**config.mk**
```make
export PLATFORM = sky130hd
export DESIGN_NAME = eth_reg_master
export DESIGN_NICKNAME = d
export VERILOG_FILES = /design/src/rtl/eth_reg_master_pkg.sv /design/src/rtl/eth_reg_stat_cnt.sv /design/src/rtl/eth_reg_master.sv
export SDC_FILE = /design/constraint.sdc
export NUM_CORES = 1
export LEC_CHECK = 0
export BUFFER_PORTS_ARGS = -buffer_cell sky130_fd_sc_hd__buf_2
export CORE_UTILIZATION = 45
export CTS_BUF_LIST = sky130_fd_sc_hd__clkbuf_4 sky130_fd_sc_hd__clkbuf_8 sky130_fd_sc_hd__clkbuf_16
export CTS_CLUSTER_DIAMETER = 40
export CTS_CLUSTER_SIZE = 28
export DETAILED_ROUTE_END_ITERATION = 7
export PLACE_DENSITY = 0.8
export SYNTH_ARGS = -nofsm -noshare
export SYNTH_HDL_FRONTEND = slang
export SYNTH_SLANG_ARGS = --single-unit
```
**constraint.sdc**
```tcl
create_clock -name clk -period 2.73 [get_ports clk]
set_clock_uncertainty 0.1 [all_clocks]
set_input_delay 0.4095 -clock clk [delete_from_list [all_inputs] [get_ports clk]]
set_output_delay 0.4095 -clock clk [all_outputs]
set_load 0.02 [all_outputs]
```
**src/rtl/eth_reg_master_pkg.sv**
```systemverilog
// Shared types and constants for the register-port initiator and its statistics counters.
package eth_reg_master_pkg;

   typedef enum logic [1:0] {
      IDLE,
      WR,
      RD_WAIT,
      RSP
   } state_t;

   localparam logic [31:0] ERR_DATA_DEFAULT = 32'hFFFF_FFFF;
   localparam int          STAT_W           = 16;

endpackage

```
**src/rtl/eth_reg_stat_cnt.sv**
```systemverilog
// Saturating statistics counter with increment strobe and asynchronous active-low clear.
module eth_reg_stat_cnt
   import eth_reg_master_pkg::*;
(
   input  logic              clk,
   input  logic              reset_n,
   input  logic              inc,
   output logic [STAT_W-1:0] cnt
);

   always_ff @(posedge clk or negedge reset_n) begin
      if (!reset_n) begin
         cnt <= '0;
      end else if (inc && (cnt != '1)) begin
         cnt <= cnt + STAT_W'(1);
      end
   end

endmodule

```
**src/rtl/eth_reg_master.sv**
```systemverilog
// Register-port initiator: one command in flight, single-cycle write/read strobes, bounded read wait.
// Optional statistics counters are built only when ETH_REG_MASTER_STATS_EN is defined.
module eth_reg_master
   import eth_reg_master_pkg::*;
#(
   parameter int          REG_AWIDTH = 14,
   parameter int          TIMEOUT    = 15,
   parameter logic [31:0] ERR_DATA   = ERR_DATA_DEFAULT
) (
   input  logic                  clk,
   input  logic                  reset_n,
   input  logic                  cmd_valid,
   output logic                  cmd_ready,
   input  logic                  cmd_wr,
   input  logic [REG_AWIDTH-1:0] cmd_addr,
   input  logic [31:0]           cmd_data,
   output logic                  reg_wr_req,
   output logic [REG_AWIDTH-1:0] reg_wr_addr,
   output logic [31:0]           reg_wr_data,
   output logic                  reg_rd_req,
   output logic [REG_AWIDTH-1:0] reg_rd_addr,
   input  logic                  reg_rd_resp,
   input  logic [31:0]           reg_rd_data,
   output logic                  rsp_valid,
   input  logic                  rsp_ready,
   output logic [31:0]           rsp_data,
   output logic                  rsp_err,
   output logic [STAT_W-1:0]     stat_wr_cnt,
   output logic [STAT_W-1:0]     stat_rd_cnt,
   output logic [STAT_W-1:0]     stat_to_cnt
);

   localparam int               CNT_W   = $clog2(TIMEOUT + 1);
   localparam logic [CNT_W-1:0] TO_LAST = CNT_W'(TIMEOUT);

   state_t           state;
   state_t           state_next;
   logic [CNT_W-1:0] cnt;
   logic             accept;
   logic             rd_hit;
   logic             rd_to;

   assign accept = cmd_valid && cmd_ready;
   // A response in the final wait cycle wins over the timeout.
   assign rd_hit = (state == RD_WAIT) && reg_rd_resp;
   assign rd_to  = (state == RD_WAIT) && !reg_rd_resp && (cnt == TO_LAST);

   // NOTE: state_next gets its default before the case so no path leaves it unassigned (no latch).
   always_comb begin
      state_next = state;
      case (state)
         IDLE:    if (accept) state_next = cmd_wr ? WR : RD_WAIT;
         WR:      state_next = RSP;
         RD_WAIT: if (rd_hit || rd_to) state_next = RSP;
         RSP:     if (rsp_ready) state_next = IDLE;
         default: state_next = IDLE;
      endcase
   end

   // Strobes and handshakes are decoded from state_next so every output leaves a flop.
   always_ff @(posedge clk or negedge reset_n) begin
      if (!reset_n) begin
         state       <= IDLE;
         cmd_ready   <= 1'b0;
         reg_wr_req  <= 1'b0;
         reg_wr_addr <= '0;
         reg_wr_data <= '0;
         reg_rd_req  <= 1'b0;
         reg_rd_addr <= '0;
         rsp_valid   <= 1'b0;
         rsp_data    <= '0;
         rsp_err     <= 1'b0;
         cnt         <= '0;
      end else begin
         // NOTE: non-blocking assignments keep every flop reading pre-edge values.
         state      <= state_next;
         cmd_ready  <= (state_next == IDLE);
         reg_wr_req <= (state_next == WR);
         reg_rd_req <= (state == IDLE) && (state_next == RD_WAIT);
         rsp_valid  <= (state_next == RSP);

         if (accept) begin
            cnt <= '0;
            if (cmd_wr) begin
               reg_wr_addr <= cmd_addr;
               reg_wr_data <= cmd_data;
            end else begin
               reg_rd_addr <= cmd_addr;
            end
         end else if (state == RD_WAIT) begin
            cnt <= cnt + CNT_W'(1);
         end

         if (state == WR) begin
            rsp_data <= '0;
            rsp_err  <= 1'b0;
         end else if (rd_hit) begin
            rsp_data <= reg_rd_data;
            rsp_err  <= 1'b0;
         end else if (rd_to) begin
            rsp_data <= ERR_DATA;
            rsp_err  <= 1'b1;
         end
      end
   end

`ifdef ETH_REG_MASTER_STATS_EN
   eth_reg_stat_cnt u_wr_cnt (.clk(clk), .reset_n(reset_n), .inc(reg_wr_req), .cnt(stat_wr_cnt));
   eth_reg_stat_cnt u_rd_cnt (.clk(clk), .reset_n(reset_n), .inc(rd_hit),     .cnt(stat_rd_cnt));
   eth_reg_stat_cnt u_to_cnt (.clk(clk), .reset_n(reset_n), .inc(rd_to),      .cnt(stat_to_cnt));
`else
   assign stat_wr_cnt = '0;
   assign stat_rd_cnt = '0;
   assign stat_to_cnt = '0;
`endif

endmodule

```
==> run summary <==
The flow ran to the end, and the final reports show no timing, DRC or antenna violations. In this run the critical register-to-register path is captured at rsp_data[9]$_DFFE_PN0P_. The critical path in this run is classified as register to register.

The post-synth design cell area was 4840 sq um. The cell area power density is 1162 nW/um^2, and the number of nets at the end of the flow is 659. Entering global routing, the biggest net connects 60 pins.

For this run, the top clock speed supported by timing is 0.5207 GHz. The die extent in x is 105.7 um, and the worst slew margin relative to its limit is 49.90%. The initial antenna violation count was 0; the number of buffers added by the clock tree synthesis step was 9.

The DRC violation total after the first TritonRoute iteration came out at 170. The clock latency at the later pin of the worst-skew pair is 350 ps, and the detailed-router iteration count before antenna repair is 4. Global routing consumed, over all layers together, 18.86% of the routing resources. The via count of the first global-routing pass was 3530; the largest stage delay on the critical path was 400 ps. In this run, synthesis produced a sequential element count of 103.

The cell count after synthesis came out at 399. The signal on the critical path passes through ha_1 > a31oi_1 > nand2b_2 > buf_4 > a221oi_2. The accumulated negative setup slack was 0 ps.

The die outline area was 11170 sq um. Of the synthesized area, sequential elements account for 53.26%. The number of hold-slack violations in the final timing report was 0; the data required time at the worst endpoint was 2890 ps. The capturing element of the worst setup path is rsp_data[9]$_DFFE_PN0P_.

For the global placement routability congestion, the log shows 0.8007. CTS built an H-tree with a depth of 3. Total setup violations reported at the end of the flow: 0. The highest net fanout along the worst path is 14, and the max capacitance violation total is 0. The tools report the critical register-to-register path startpoint as cnt[0]$_DFFE_PN0P_.

The clock-pin slew of the registers on the worst-case setup and hold paths works out to 100 ps. The average footprint of a synthesized cell was 12.13 sq um. The type of the worst min-delay path is input port to register. The slowest stage of the critical path belongs to the cell sky130_fd_sc_hd__dfrtp_1. The critical path endpoint category was a register.

The DRC violations left is 0. The vias per cell works out to 4.862. The library cell used as clock root buffer was sky130_fd_sc_hd__clkbuf_8. The clock net in this run drives a total of 103 sinks.

The repair_antennas step left the layout with diodes totalling 0. The run gives 2080 ps as the data arrival time of the critical path. The worst setup path is launched from a register. The tools report the max-slew violation total from the final report as 0. Post-CTS repair changed the size of 0 cells. The static leakage is 2.941 nW.

For the number of distinct library cells after synthesis, the log shows 32. The number of cells on the critical path works out to 5. TritonCTS built the clock tree.

Compared with the post-synthesis result, the final layout area differs by 20.60%. Counting along the longest clock path gives a buffer depth of 2. At the pin with the least slew margin, the transition time is 751.5 ps. The number of warnings printed during yosys synthesis is 0. Setup repair after global routing left no endpoint under its margin. After detailed routing, the average wire length per cell comes to 14.38 um. The number of port buffers works out to 180. The first global-routing pass estimated 16.55 mm of wire. Detailed placement finished with a half-perimeter wire length of 7.603 mm. The worst-case IR drop observed on VDD is 0.7895 mV. Tracing the worst setup path back leads to its startpoint at cnt[0]$_DFFE_PN0P_. The antenna violation net count after detailed routing is 0. The final period demand of the worst path was 1920 ps; the total detailed-routing wirelength was 10.28 mm. The critical path buffer and inverter count came out at 1. Once the floorplan was initialized, standard cells occupied 46.67% of the core.

For the worst flop-to-flop path, the logic depth is 5. The tools report the core footprint as 10370 sq um. Measured on the finished design, the core utilization comes to 56.29%. The total overflow left after global routing is 0.

The cell type group with the largest total delay on the critical path was compound AO/OA/AOI/OAI gates. The share of final-layout standard cells stronger than drive strength 1 was 50.43%. The floorplan has 37 rows.

Worst-case register-to-register setup slack: 810 ps. 229 I/O pins were placed. The die span in y was 105.7 um; the share of the cycle needed by the critical path after routing was 70.34%. For the number of vias after detailed routing, the log shows 3476.
[layout by cell type (no fill, tap or decap), types with 2 or more instances in the layout]
cell type / synthesis / routed
sky130_fd_sc_hd__inv_1: 33 / 33
sky130_fd_sc_hd__nand2b_1: 3 / 2
sky130_fd_sc_hd__a21oi_1: 4 / 4
sky130_fd_sc_hd__buf_12: 3 / 2
sky130_fd_sc_hd__a221oi_1: 4 / 4
sky130_fd_sc_hd__clkbuf_8: 0 / 9
sky130_fd_sc_hd__nor3_1: 2 / 2
sky130_fd_sc_hd__buf_4: 49 / 6
sky130_fd_sc_hd__mux2_1: 4 / 4
sky130_fd_sc_hd__nor2_1: 35 / 35
sky130_fd_sc_hd__dfrtp_1: 103 / 102
sky130_fd_sc_hd__buf_2: 8 / 179
sky130_fd_sc_hd__nand3b_1: 2 / 2
sky130_fd_sc_hd__nand2_1: 38 / 37
sky130_fd_sc_hd__nand3_1: 2 / 2
sky130_fd_sc_hd__inv_6: 0 / 2
sky130_fd_sc_hd__conb_1: 1 / 48
sky130_fd_sc_hd__a221oi_2: 29 / 29
sky130_fd_sc_hd__mux2_2: 56 / 56
[metrics by stage]
step / cell area (sq um) / hold slack [ps] / power (mW) / setup slack (ps) / cells
after global placement: 5627 / 350.0 / 5.719 / 867.7 / 698
after floorplan: 5016 / 13.91 / 4.904 / 1182 / 446
after detailed placement: 5627 / 360.0 / 5.856 / 809.8 / 698
after global routing: 5837 / 137.7 / 7.192 / 685.9 / 715
final: 5837 / 156.0 / 6.780 / 809.6 / 715
after CTS: 5837 / 141.9 / 6.841 / 794.8 / 715
[sequential cells by signal (all words and copies together), names as in the netlist]
register / flops
rsp_valid: 1
rsp_err: 1
cmd_ready: 1
reg_rd_req: 1
reg_wr_addr: 14
rsp_data: 32
state: 2
reg_rd_addr: 14
cnt: 4
reg_wr_req: 1
reg_wr_data: 32
[logic make-up after synthesis]
logic type	Yosys count	share of synthesized area, %
flip-flops	103	53.26
other	1	0.07749
adder cells (fa/ha/maj)	1	0.2585
XOR/XNOR	2	0.3620
multiplexers	60	13.96
buffers and inverters	104	13.86
AO/OA/AOI/OAI	42	10.88
AND/OR/NAND/NOR	86	7.343
[area by class of cell]
cell class,count,area [sq um]
clock buffers,10,131.4
clock inverters,6,68.82
fillers,884,4533
inverters,33,123.9
multi-input cells,239,1773
flip-flops and latches,103,2579
well taps,136,170.2
repair buffers,188,991.0
[cell usage after synthesis]
master	instances	area, sq um
sky130_fd_sc_hd__a21oi_1	4	20.02
sky130_fd_sc_hd__mux2_2	56	630.6
sky130_fd_sc_hd__nand2_1	38	142.6
sky130_fd_sc_hd__and2_4	1	8.760
sky130_fd_sc_hd__nand2b_1	3	18.77
sky130_fd_sc_hd__nor2_1	35	131.4
sky130_fd_sc_hd__xnor2_1	1	8.760
sky130_fd_sc_hd__o31ai_1	1	7.510
sky130_fd_sc_hd__clkbuf_1	5	18.77
sky130_fd_sc_hd__buf_2	8	40.04
sky130_fd_sc_hd__xor2_1	1	8.760
sky130_fd_sc_hd__mux2_1	4	45.04
sky130_fd_sc_hd__buf_6	5	56.30
sky130_fd_sc_hd__ha_1	1	12.51
sky130_fd_sc_hd__conb_1	1	3.750
sky130_fd_sc_hd__buf_1	1	3.750
sky130_fd_sc_hd__o21ai_0	1	5.000
sky130_fd_sc_hd__buf_4	49	367.9
sky130_fd_sc_hd__and3_1	1	6.260
sky130_fd_sc_hd__nor2b_1	1	6.260
sky130_fd_sc_hd__nand3b_1	2	15.01
sky130_fd_sc_hd__a221oi_2	29	435.4
sky130_fd_sc_hd__buf_12	3	60.06
sky130_fd_sc_hd__a31oi_1	1	6.260
sky130_fd_sc_hd__a221oi_1	4	35.03
sky130_fd_sc_hd__nor3_1	2	10.01
sky130_fd_sc_hd__a21o_1	1	7.510
sky130_fd_sc_hd__dfrtp_1	103	2577
sky130_fd_sc_hd__inv_1	33	123.9
sky130_fd_sc_hd__a32o_1	1	10.01
sky130_fd_sc_hd__or3_1	1	6.260
sky130_fd_sc_hd__nand3_1	2	10.01
[report_power, final]
| group | internal, mW | total (mW) | switching, mW |
|---|---|---|---|
| Combinational | 1.25 | 3.14 | 1.89 |
| Sequential | 2.21 | 2.67 | 0.466 |
| Clock | 0.442 | 0.971 | 0.529 |
| Total | 3.89 | 6.78 | 2.89 |
[how the worst min path moves through the flow]
stage | cells after the start | startpoint | endpoint | slack [ps]
after detailed placement | 1 | reset_n | reg_wr_data[12]$_DFFE_PN0P_ | 360
after global placement | 1 | reset_n | reg_wr_data[12]$_DFFE_PN0P_ | 350
after global routing | 2 | cmd_data[2] | reg_wr_data[2]$_DFFE_PN0P_ | 140
after floorplan | 0 | reset_n | cmd_ready$_DFF_PN0_ | 10
after CTS | 2 | cmd_data[2] | reg_wr_data[2]$_DFFE_PN0P_ | 140
final | 2 | cmd_data[2] | reg_wr_data[2]$_DFFE_PN0P_ | 160
[routing by layer]
layer | global-route usage, % | vias to the layer above | wire length [um]
li1 | - | 1589 | -
met1 | 21.83 | 1682 | 3991
met2 | 32.54 | 187 | 5227
met3 | 5.133 | 18 | 875
met4 | 8.433 | 0 | 188
met5 | 0 | - | 0
[repair_timing]
action                     CTS  global route
hold endpoints to repair    44             0
hold buffers                 1             0
buffers inserted             0             0
setup endpoints to repair    0             0
(Power assumes the default switching activity.)
